File: src/rtl/seg7_pkg.sv
// Shared constants for the 4-digit seven-segment scanner: segment patterns,
// blank codes and the digit count.
package seg7_pkg;

  localparam int N_DIG = 4;

  // Segments are {g,f,e,d,c,b,a}, active-low.
  localparam logic [6:0] SEG_OFF = 7'h7F;
  // Digit enables are active-low, so all-ones selects no digit.
  localparam logic [3:0] DIG_OFF = 4'hF;

  // Hex glyphs 0-9, A, b, C, d, E, F.
  localparam logic [6:0] SEG_LUT [16] = '{
    7'h40, 7'h79, 7'h24, 7'h30,
    7'h19, 7'h12, 7'h02, 7'h78,
    7'h00, 7'h10, 7'h08, 7'h03,
    7'h46, 7'h21, 7'h06, 7'h0E
  };

endpackage

File: src/rtl/seg7_hex_dec.sv
// Combinational 4-bit hex digit to active-low seven-segment pattern.
module seg7_hex_dec
  import seg7_pkg::*;
(
  input  logic [3:0] digit,
  output logic [6:0] seg
);

  // Table lookup covering the full 0-F range.
  always_comb begin
    seg = SEG_LUT[digit];
  end

endmodule

File: src/rtl/seg7_scan4.sv
// Four-digit multiplexed common-anode seven-segment driver with a
// double-buffered display register that only changes at frame boundaries.
// Optional leading-zero blanking is enabled by defining SEG7_LZ_BLANK_EN.
module seg7_scan4
  import seg7_pkg::*;
#(
  parameter int SCAN_DIV = 50000
) (
  input  logic             clk,
  input  logic             reset,
  input  logic [15:0]      din,
  input  logic [3:0]       dp_in,
  input  logic             upd,
  input  logic             blank,
  output logic [N_DIG-1:0] dig_sel,
  output logic [6:0]       codeout,
  output logic             dp_n,
  output logic             frame_done
);

  localparam int CNT_W = (SCAN_DIV > 1) ? $clog2(SCAN_DIV) : 1;

  logic [CNT_W-1:0] presc_q, presc_d;
  logic [1:0]       idx_q, idx_d;
  logic [15:0]      pend_din_q, pend_din_d;
  logic [3:0]       pend_dp_q, pend_dp_d;
  logic             pend_flag_q, pend_flag_d;
  logic [15:0]      act_din_q, act_din_d;
  logic [3:0]       act_dp_q, act_dp_d;
  logic [N_DIG-1:0] dig_sel_q, dig_sel_d;
  logic [6:0]       code_q, code_d;
  logic             dp_n_q, dp_n_d;
  logic             frame_done_q, frame_done_d;

  logic             tick;
  logic             boundary;
  logic [3:0]       cur_digit;
  logic [6:0]       cur_seg;
  logic             cur_dp;
  logic             lz_blank;

  // Slot timing and buffer hand-over: pending moves to active only at the
  // end of slot 3, and a strobe on that same edge refills pending afterwards.
  always_comb begin
    // NOTE: every signal gets a default before any branch so no latch is inferred.
    presc_d     = presc_q + CNT_W'(1);
    idx_d       = idx_q;
    pend_din_d  = pend_din_q;
    pend_dp_d   = pend_dp_q;
    pend_flag_d = pend_flag_q;
    act_din_d   = act_din_q;
    act_dp_d    = act_dp_q;

    tick     = (presc_q == CNT_W'(SCAN_DIV - 1));
    boundary = tick && (idx_q == 2'd3);

    if (tick) begin
      presc_d = '0;
      idx_d   = idx_q + 2'd1;
    end

    if (boundary && pend_flag_q) begin
      act_din_d   = pend_din_q;
      act_dp_d    = pend_dp_q;
      pend_flag_d = 1'b0;
    end

    if (upd) begin
      pend_din_d  = din;
      pend_dp_d   = dp_in;
      pend_flag_d = 1'b1;
    end

    frame_done_d = boundary;
  end

  // Select the digit that will be shown after this edge, so the registered
  // outputs line up with the new slot index.
  always_comb begin
    cur_digit = 4'(act_din_d >> {idx_d, 2'b00});
    cur_dp    = act_dp_d[idx_d];
`ifdef SEG7_LZ_BLANK_EN
    // Digit k is blank when it and every digit above it are zero; digit 0 never is.
    lz_blank  = (idx_d != 2'd0) && ((act_din_d >> {idx_d, 2'b00}) == 16'd0);
`else
    lz_blank  = 1'b0;
`endif
  end

  seg7_hex_dec u_dec (
    .digit (cur_digit),
    .seg   (cur_seg)
  );

  // Output pattern for the next slot, forced dark while blank is held.
  always_comb begin
    dig_sel_d = DIG_OFF;
    code_d    = SEG_OFF;
    dp_n_d    = 1'b1;
    if (!blank) begin
      dig_sel_d = ~(N_DIG'(1) << idx_d);
      code_d    = lz_blank ? SEG_OFF : cur_seg;
      dp_n_d    = ~cur_dp;
    end
  end

  // State and output registers with asynchronous reset.
  always_ff @(posedge clk or posedge reset) begin
    if (reset) begin
      presc_q      <= '0;
      idx_q        <= 2'd0;
      pend_din_q   <= 16'd0;
      pend_dp_q    <= 4'd0;
      pend_flag_q  <= 1'b0;
      act_din_q    <= 16'd0;
      act_dp_q     <= 4'd0;
      dig_sel_q    <= DIG_OFF;
      code_q       <= SEG_OFF;
      dp_n_q       <= 1'b1;
      frame_done_q <= 1'b0;
    end else begin
      // NOTE: non-blocking assignments keep every register sampling pre-edge values.
      presc_q      <= presc_d;
      idx_q        <= idx_d;
      pend_din_q   <= pend_din_d;
      pend_dp_q    <= pend_dp_d;
      pend_flag_q  <= pend_flag_d;
      act_din_q    <= act_din_d;
      act_dp_q     <= act_dp_d;
      dig_sel_q    <= dig_sel_d;
      code_q       <= code_d;
      dp_n_q       <= dp_n_d;
      frame_done_q <= frame_done_d;
    end
  end

  assign dig_sel    = dig_sel_q;
  assign codeout    = code_q;
  assign dp_n       = dp_n_q;
  assign frame_done = frame_done_q;

endmodule

File: config.mk
export PLATFORM = sky130hd
export DESIGN_NAME = seg7_scan4
export DESIGN_NICKNAME = d
export VERILOG_FILES = /design/src/rtl/seg7_pkg.sv /design/src/rtl/seg7_hex_dec.sv /design/src/rtl/seg7_scan4.sv
export SDC_FILE = /design/constraint.sdc
export NUM_CORES = 1
export LEC_CHECK = 0
export BUFFER_PORTS_ARGS = -buffer_cell sky130_fd_sc_hd__clkbuf_2
export CELL_PAD_IN_SITES_DETAIL_PLACEMENT = 0
export CELL_PAD_IN_SITES_GLOBAL_PLACEMENT = 1
export CORE_UTILIZATION = 50
export DETAILED_ROUTE_END_ITERATION = 7
export PLACE_DENSITY = 0.93
export RECOVER_POWER = 100
export SYNTH_ARGS = -nofsm -noshare
export SYNTH_HDL_FRONTEND = slang
export SYNTH_SLANG_ARGS = --single-unit
File: constraint.sdc
create_clock -name clk -period 7.95 [get_ports clk]
set_clock_uncertainty 0.05 [all_clocks]
set_input_delay 0.3975 -clock clk [delete_from_list [all_inputs] [get_ports clk]]
set_output_delay 0.3975 -clock clk [all_outputs]
set_load 0.05 [all_outputs]
==> results.yml, run 1 <==
die:
  initial_core_util_pct: 53.1
  fp.dieH_um: 82.5
  die_area_um2: 6800
  die_w_um: 82.5
  coreArea_um2: 6100
  io_pins: 37
  row_count: 28
setup_path:
  rr_startpoint: "presc_q[7]$_DFF_PP0_"
  rrSetupSlack_ns: 2.43
  cp_max_fo: 15
  r2r-end: "codeout[1]$_DFF_PP1_"
  critPathCaptureType: "register"
  cp_data_arrival_time_ns: 5.74
  worstPathRequired_ns: 8.17
  worstSetupPathType: "register to register"
  worst-r2r-cell-count: 10
  startpoint_type: "register"
synthesis:
  avgSynthCellArea_um2: 11.6
  syn_area_um2: 3240
  syn_inst: 278
  netlist-cell-type-count: 47
  seq_area_frac_synth_pct: 56.1
  syn-num-nets: 310
  synth_seq_cells: 72
  synthArstFlopShare_pct: 100
  synth_area_leader_cell: "dfrtp_1"
  synth_ff_type: "dfrtp_1"
  synthTopCellsByArea: "dfrtp_1 46%, dfstp_2 9.7%, mux2_2 7.0%"
  synth.top_cell.area_share_pct: 46.4
  synth_edf_count: 0
  ys_warn_count: 0
timing:
  setup_violations: 0
  post-route-period-util_pct: 69.4
  finalSetupTns_ns: 0
  period_needed_ns: 5.52
  slew-limit-headroom_pct: -145
  slew_violations: 89
  tightest_slew_ns: 3.67
  max_freq_ghz: 0.181
  rsz0062_at_grt: "false"
  finalHoldViolations: 0
hold_path:
  hold_path.class: "primary input to register"
  holdPathStages: 2
  min_from: "din[13]"
  holdPathEnd: "pend_din_q[13]$_DFFE_PP0P_"
clock_tree:
  path_clk_slew_ns: 0.08
  cts_made_buffers: 9
  cts_buffer_depth: 2
  cts-hold-fix-buffers: 0
  worstSkewPairLatency_ns: 0.35
  cts_resized: 0
  cts_tree: "yes"
  clock-sinks: 72
  post_cts_buffers: 0
  h-tree-depth: 3
  root_buffer: "clkbuf_8"
power_and_ir_drop:
  p_per_area_nw_per_um2: 199
  peakVddDrop_mv: 0.206
  p_leak_nw: 1.78
placed_design:
  dp.final_hpwl_um: 4220
  place_area_um2: 3470
  routabilityCongestion: 0.790
  port_buffers: 36
status:
  failed_checks: "max-capacitance violations, max-slew violations"
  outcome: "finished with violations"
route:
  ant_nets: 0
  firstDrtPassIters: 4
  routed_wl_um: 6110
  wl_per_cell_um: 15.4
  vias: 2174
  drc: 0
  drt_iter0_drc: 132
  routed_via_density: 5.48
layout:
  final_cell_area_um2: 3620
  nets: 349
  n_fill_cell: 538
  area_delta_synth_final_pct: 11.7
  drive_gt1_share_pct: 23.3
  diodes: 0
global_route:
  grt_pass1_vias: 2188
  grt_pass1_wl_um: 10200
  antenna_found_initial: 0
  grt-ovfl-total: 0
  grt_max_degree: 73
  grt_usage_pct: 20.8
flow_run:
  maxCapViolations: 2
==> report_power, final <==
group | internal (mW) | switching (mW) | total (mW) | leakage, nW
registers | 0.380 | 0.00675 | 0.386 | 0.899
clock network | 0.161 | 0.137 | 0.298 | 0.101
logic | 0.0149 | 0.0213 | 0.0362 | 0.779
==> worst max-delay path by stage <==
stage                            to                 start  depth (start not counted)  slack [ns]
3_5_place_dp   codeout[1]$_DFF_PP1_  presc_q[7]$_DFF_PP0_                         12        4.17
4_1_cts        codeout[1]$_DFF_PP1_  presc_q[7]$_DFF_PP0_                         12        4.14
2_1_floorplan  codeout[1]$_DFF_PP1_  presc_q[7]$_DFF_PP0_                         10        4.66
5_1_grt        codeout[5]$_DFF_PP1_  presc_q[7]$_DFF_PP0_                         11        1.99
3_3_place_gp   codeout[1]$_DFF_PP1_  presc_q[7]$_DFF_PP0_                         12        4.27
6_report       codeout[1]$_DFF_PP1_  presc_q[7]$_DFF_PP0_                         10        2.43
==> through the flow <==
step,worst slack [ns],total power [mW],util [%],std cells,hold WS [ns]
floorplan,4.66,0.417,-,278,0.383
global placement,4.27,0.429,57.0,381,0.398
detailed placement,4.17,0.431,57.0,381,0.403
CTS,4.14,0.729,60.4,397,0.212
global route,1.99,0.745,59.3,397,0.217
finish,2.43,0.721,59.3,397,0.224
==> critical path, cell delays in order, from the launching register on <==
cell and delay (ns):
dfrtp_1 0.42, or4_1 0.57, nor4_1 1.69, nand2_1 0.89, mux2_1 0.59, mux2i_1 0.18
o21a_1 0.28, ha_1 0.30, nand2_1 0.06, o21ai_0 0.09, a221o_1 0.32
==> sequential cells by signal, summed over array words and instances (netlist names) <==
register and flops:
dp_n 1, codeout 7, pend_dp_q 4, act_din_q 16
presc_q 16, idx_q 2, pend_din_q 16, dig_sel 4
frame_done 1, act_dp_q 4, pend_flag_q 1
==> metal layers <==
metal / wire, um / track usage (%) / vias to the layer above
li1: - / - / 1043
met1: 2950 / 27.1 / 1071
met2: 2800 / 32.0 / 50
met3: 251 / 4.40 / 10
met4: 114 / 12.1 / 0
met5: 0 / 0 / -
==> layout by cell type (no fill, tap or decap), types with 2 or more instances in the layout <==
master | Yosys | final
xor2_1 | 5 | 5
mux2i_1 | 9 | 9
and3_1 | 5 | 5
clkbuf_8 | 0 | 11
dfrtp_1 | 60 | 60
nand3_1 | 18 | 18
o211ai_1 | 3 | 3
nor4_1 | 0 | 2
o21ai_0 | 6 | 8
xnor2_1 | 10 | 10
ha_1 | 8 | 8
clkbuf_1 | 6 | 16
mux2_2 | 20 | 20
nor2_1 | 18 | 18
clkinvlp_4 | 0 | 2
a21oi_1 | 5 | 5
clkbuf_2 | 1 | 22
clkinv_2 | 0 | 2
dfstp_2 | 12 | 12
a21o_1 | 2 | 2
mux2_1 | 3 | 5
nand4_1 | 5 | 5
nand2_1 | 37 | 38
nor3_1 | 2 | 2
inv_1 | 10 | 12
o221ai_1 | 2 | 2
or4_1 | 1 | 2
==> final cells by class <==
class | instances | area [um^2] | area share (%)
repair buffers | 38 | 170 | 4.71
well taps | 75 | 93.8 | 2.60
clock buffers | 11 | 151 | 4.19
multi-input cells | 184 | 1280 | 35.5
inverters | 12 | 45.0 | 1.25
clock inverters | 5 | 55.1 | 1.52
flip-flops and latches | 72 | 1820 | 50.2
==> Yosys cell counts, types with 3 or more instances <==
| master | count |
|---|---|
| dfrtp_1 | 60 |
| xnor2_1 | 10 |
| clkbuf_1 | 6 |
| a21oi_1 | 5 |
| mux2_4 | 3 |
| o21ai_1 | 3 |
| and3_1 | 5 |
| xor2_1 | 5 |
| o211ai_1 | 3 |
| mux2_2 | 20 |
| ha_1 | 8 |
| o21ai_0 | 6 |
| nand2_1 | 37 |
| inv_1 | 10 |
| dfstp_2 | 12 |
| nand3_1 | 18 |
| nor2_1 | 18 |
| nand4_1 | 5 |
| mux2_1 | 3 |
| mux2i_1 | 9 |
==> cells by family (layout without fill, tap and decap cells) <==
logic type / Yosys count / after routing / synth area share (%)
muxes: 35 / 35 / 12.2
and+or+nand+nor: 96 / 96 / 15.0
adders and majority gates: 8 / 8 / 3.09
DFF: 72 / 72 / 56.1
xor gates and xnor gates: 15 / 15 / 4.06
AOI/OAI and AO/OA: 30 / 30 / 6.61
buffers and inverters: 22 / 66 / 2.98
No activity file was read; power rests on OpenSTA's default activity.
==> run 2, diff against run 1 <==
CORE_UTILIZATION = 46   (was 50)
PLACE_DENSITY = 0.87   (was 0.93)
clock period = 5.1 ns   (was 7.95 ns; I/O delays follow)
==> run 2 against run 1 <==
Compared with the run above: the run still ends with max-capacitance violations, max-slew violations left; global-route usage is 3.0 points lower; clock power is 87% higher; final area is 2.4% higher; sequential cell count stayed put.
==> results.yml, run 2 (same netlist as run 1, synthesis figures left out) <==
timing:
  post-route-period-util_pct: 77.2
  slew_violations: 73
  setup_violations: 0
  finalSetupTns_ns: 0
  tightest_slew_ns: 3.68
  finalHoldViolations: 0
  rsz0062_at_grt: "false"
  max_freq_ghz: 0.254
  slew-limit-headroom_pct: -145
  period_needed_ns: 3.94
  setup_ws_ns: 1.16
route:
  drt_iter0_drc: 77
  routed_via_density: 5.16
  wl_per_cell_um: 14.5
  firstDrtPassIters: 4
  routed_wl_um: 6060
  ant_nets: 0
  vias: 2161
  drc: 0
setup_path:
  startpoint: "presc_q[7]$_DFF_PP0_"
  cp_slowest_stage_delay_ns: 0.62
  rrSetupSlack_ns: 1.16
  worstSetupPathType: "register to register"
  r2r-end: "codeout[1]$_DFF_PP1_"
  endpoint: "codeout[1]$_DFF_PP1_"
  crit_chain: "or4_1 > nor4_1 > xnor2_1 > inv_1 > nor2_1 > a22oi_1 > and3_1 > inv_1 > ha_1 > nand2_1 > o21ai_0 > a221o_1"
  cpMostUsedCell: "inv_1"
  critPathCaptureType: "register"
  cp_max_fo: 13
  cp_slowest_cell: "nor4_1"
  worst-r2r-cell-count: 12
  startpoint_type: "register"
  worstPathRequired_ns: 5.32
  cp_data_arrival_time_ns: 4.15
  rr_startpoint: "presc_q[7]$_DFF_PP0_"
die:
  die_area_um2: 7380
  row_count: 30
  io_pins: 37
  coreArea_um2: 6790
  die_w_um: 85.9
  fp.dieH_um: 85.9
  initial_core_util_pct: 47.6
layout:
  nets: 350
  layout_commonest_cell: "dfrtp_1"
  area_delta_synth_final_pct: 14.3
  diodes: 0
  multiInputGateArea_um2: 1290
  largest_registers: "act_din_q (16), pend_din_q (16), presc_q (16)"
  n_fill_cell: 615
  regArea_um2: 1820
  final_cell_mix: "60 x dfrtp_1, 38 x nand2_1, 22 x clkbuf_2"
  drive_gt1_share_pct: 23.8
placed_design:
  post-place-ws_ns: 1.49
  dp.final_hpwl_um: 4180
  port_buffers: 36
  routabilityCongestion: 0.810
global_route:
  grt-ovfl-total: 0
  antenna_found_initial: 0
  grt_usage_pct: 17.8
  grt_max_degree: 73
  grt_pass1_vias: 2116
  grt_pass1_wl_um: 9980
clock_tree:
  cts_buffer_depth: 2
  post_cts_buffers: 0
  cts_tree: "yes"
  cts-hold-fix-buffers: 0
  cts_resized: 0
  clock-sinks: 72
  worstSkewPairLatency_ns: 0.34
  path_clk_slew_ns: 0.07
  h-tree-depth: 3
  cts_made_buffers: 9
  root_buffer: "clkbuf_8"
power_and_ir_drop:
  power.total_mw: 1.22
  peakVddDrop_mv: 0.197
  p_per_area_nw_per_um2: 328
  p_leak_nw: 1.81
flow_run:
  maxCapViolations: 1
status:
  failed_checks: "max-capacitance violations, max-slew violations"
  outcome: "finished with violations"
hold_path:
  hold_path.class: "primary input to register"
==> run 2: worst min-delay path by stage <==
| stage | from | to | cells after the start |
|---|---|---|---|
| floorplan | blank | codeout[1]$_DFF_PP1_ | 1 |
| global placement | act_dp_q[0]$_DFF_PP0_ | act_dp_q[0]$_DFF_PP0_ | 2 |
| detailed placement | act_dp_q[0]$_DFF_PP0_ | act_dp_q[0]$_DFF_PP0_ | 2 |
| CTS | din[0] | pend_din_q[0]$_DFFE_PP0P_ | 2 |
| global route | dp_in[0] | pend_dp_q[0]$_DFFE_PP0P_ | 2 |
| finish | din[0] | pend_din_q[0]$_DFFE_PP0P_ | 2 |
==> run 2: through the flow <==
stage / instance area (um^2) / cells / utilization, % / hold WS, ns
6_report: 3700 / 419 / 54.5 / 0.0901
5_1_grt: 3700 / 419 / 54.5 / 0.0774
4_1_cts: 3760 / 419 / 55.4 / 0.0794
3_5_place_dp: 3510 / 403 / 51.6 / 0.404
3_3_place_gp: 3510 / 403 / 51.6 / 0.397
2_1_floorplan: 3240 / 278 / - / 0.318
==> run 2: layout make-up <==
| type | count | share of cell area [%] |
|---|---|---|
| Clock buffer | 11 | 4.09 |
| Timing Repair Buffer | 39 | 4.80 |
| Multi-Input combinational cell | 184 | 34.8 |
| Clock inverter | 5 | 2.77 |
| Tap cell | 96 | 3.25 |
| Inverter | 12 | 1.22 |
| Sequential cell | 72 | 49.1 |
==> run 2: worst max-delay path, delay by kind of cell (launching register included) <==
family	cells	cell delay [ns]
simple gates	5	1.62
compound gates	3	0.58
buf+inv	2	0.52
flops	1	0.42
xor+xnor	1	0.37
fa+ha+maj	1	0.31
==> run 2: report_power, final <==
part | leakage, nW | internal [mW] | switching [mW]
clock network | 0.126 | 0.351 | 0.207
logic | 0.782 | 0.0232 | 0.0329
registers | 0.899 | 0.592 | 0.00899
total | 1.81 | 0.966 | 0.249
==> run 2: per-layer routing <==
metal | track usage [%] | vias up | part of all wire (%)
li1 | - | 1042 | -
met1 | 23.8 | 1059 | 48
met2 | 27.2 | 47 | 46
met3 | 3.75 | 13 | 3.5
met4 | 9.39 | 0 | 2.6
met5 | 0 | - | 0
==> run 3, diff against run 2 <==
clock period = 4.05 ns   (was 5.1 ns; I/O delays follow)
==> run 3 against run 2 <==
Compared with the run above: the flow now finishes without violations; largest cell class unchanged; critical path type unchanged; maximum frequency increased by 8.2%; sequential power increased by 26%; combinational power is 27% higher; count of clock-buffer cells in the layout unchanged; non-clock buffer count is 2 higher; critical endpoint unchanged.
==> results.yml, run 3 (same netlist as run 1, synthesis figures left out) <==
setup_path:
  cp_data_arrival_time_ns: 3.87
  critPathCaptureType: "register"
  crit_chain: "or4_1 > nor4_2 > xnor2_1 > inv_2 > nor2_1 > a22oi_1 > and3_1 > inv_1 > ha_1 > nand2_1 > o21ai_0 > a221o_1"
  cp_max_fo: 13
  rr_startpoint: "presc_q[7]$_DFF_PP0_"
  worstSetupPathType: "register to register"
  startpoint_type: "register"
  rrSetupSlack_ns: 0.41
  cp_slowest_stage_delay_ns: 0.63
  startpoint: "presc_q[7]$_DFF_PP0_"
  worstPathRequired_ns: 4.28
  cp_slowest_cell: "or4_1"
clock_tree:
  cts-hold-fix-buffers: 1
  worstSkewPairLatency_ns: 0.35
  cts_made_buffers: 9
  cts_tree: "yes"
  path_clk_slew_ns: 0.07
  clock-sinks: 72
  h-tree-depth: 3
  cts_buffer_depth: 2
  cts_resized: 0
  root_buffer: "clkbuf_8"
  post_cts_buffers: 0
power_and_ir_drop:
  power.total_mw: 1.39
  p_leak_nw: 1.79
  p_per_area_nw_per_um2: 378
  peakVddDrop_mv: 0.281
die:
  coreArea_um2: 6790
  initial_core_util_pct: 47.6
  die_w_um: 85.9
  io_pins: 37
  fp.dieH_um: 85.9
  die_area_um2: 7380
  row_count: 30
timing:
  finalHoldViolations: 0
  max_freq_ghz: 0.275
  setup_violations: 0
  finalSetupTns_ns: 0
  rsz0062_at_grt: "false"
  tightest_slew_ns: 1.18
  period_needed_ns: 3.64
  setup_ws_ns: 0.412
  post-route-period-util_pct: 89.8
  slew_violations: 0
  slew-limit-headroom_pct: 21.6
layout:
  diodes: 0
  drive_gt1_share_pct: 24.3
  nets: 352
  area_delta_synth_final_pct: 13.6
  n_fill_cell: 616
  largest_registers: "act_din_q (16), pend_din_q (16), presc_q (16)"
  layout_commonest_cell: "dfrtp_1"
  final_cell_mix: "60 x dfrtp_1, 38 x nand2_1, 23 x clkbuf_2"
hold_path:
  hold_path.class: "primary input to register"
  min_from: "din[0]"
flow_run:
  maxCapViolations: 0
placed_design:
  post-place-ws_ns: 0.511
  routabilityCongestion: 0.836
  dp.final_hpwl_um: 4290
  port_buffers: 36
global_route:
  antenna_found_initial: 0
  grt_pass1_wl_um: 10500
  grt_max_degree: 41
  grt-ovfl-total: 0
  grt_usage_pct: 18.9
  grt_pass1_vias: 2185
route:
  routed_wl_um: 5990
  firstDrtPassIters: 4
  routed_via_density: 5.26
  drt_iter0_drc: 75
  drc: 0
  ant_nets: 0
  vias: 2215
  wl_per_cell_um: 14.2
status:
  outcome: "finished, final reports clean"
run 3: changes by cell type in the layout (fill, tap and decap cells not counted), sizes merged:
| cell | before | now |
|---|---|---|
| bufinv | 3 | 1 |
| clkbuf | 49 | 50 |
| clkinv | 2 | 3 |
| dlygate4sd3 | 0 | 1 |
| inv | 11 | 12 |
run 3: worst paths after layout:
| path | depth (start not counted) | to |
|---|---|---|
| min in group asynchronous | 3 | presc_q[5]$_DFF_PP0_ |
| worst max register to register | 12 | codeout[1]$_DFF_PP1_ |
| worst min register to register | 2 | act_dp_q[1]$_DFF_PP0_ |
| max in group asynchronous | 4 | presc_q[8]$_DFF_PP0_ |
| worst max-delay path | 12 | codeout[1]$_DFF_PP1_ |
| worst min-delay path | 2 | pend_din_q[0]$_DFFE_PP0P_ |
run 3: critical path: cells and delay by family (launching register included):
family | cells | cell delay [ns]
DFF | 1 | 0.41
and+or+nand+nor | 5 | 1.50
AOI/OAI and AO/OA | 3 | 0.57
adders and majority gates | 1 | 0.30
xor gates and xnor gates | 1 | 0.33
buffers and inverters | 2 | 0.41
run 3: area by class of cell:
cell class	count	area (um^2)	share of cell area (%)
Sequential cell	72	1820	49.4
Multi-Input combinational cell	184	1310	35.5
Timing Repair Buffer	41	193	5.24
Clock buffer	11	141	3.84
Tap cell	96	120	3.27
Clock inverter	5	56.3	1.53
Inverter	12	45.0	1.22
run 3: per-layer routing:
metal	wire, um	global-route usage (%)
met1	2860	26.0
met2	2710	27.8
met3	295	5.00
met4	129	9.24
met5	0	0
run 3: report_power, final:
group | internal, mW | total [mW] | switching (mW)
combinational | 0.0300 | 0.0716 | 0.0416
sequential | 0.745 | 0.756 | 0.0113
clock | 0.300 | 0.564 | 0.264
total | 1.08 | 1.39 | 0.317
run 3: through the flow:
stage	hold WS, ns	utilization [%]	std cells	instance area [um^2]
after floorplan	0.266	-	278	3240
after global placement	0.268	51.7	404	3520
after detailed placement	0.284	51.7	404	3520
after CTS	0.0108	54.8	421	3720
after global routing	0.0149	54.1	421	3680
final	0.0285	54.1	421	3680
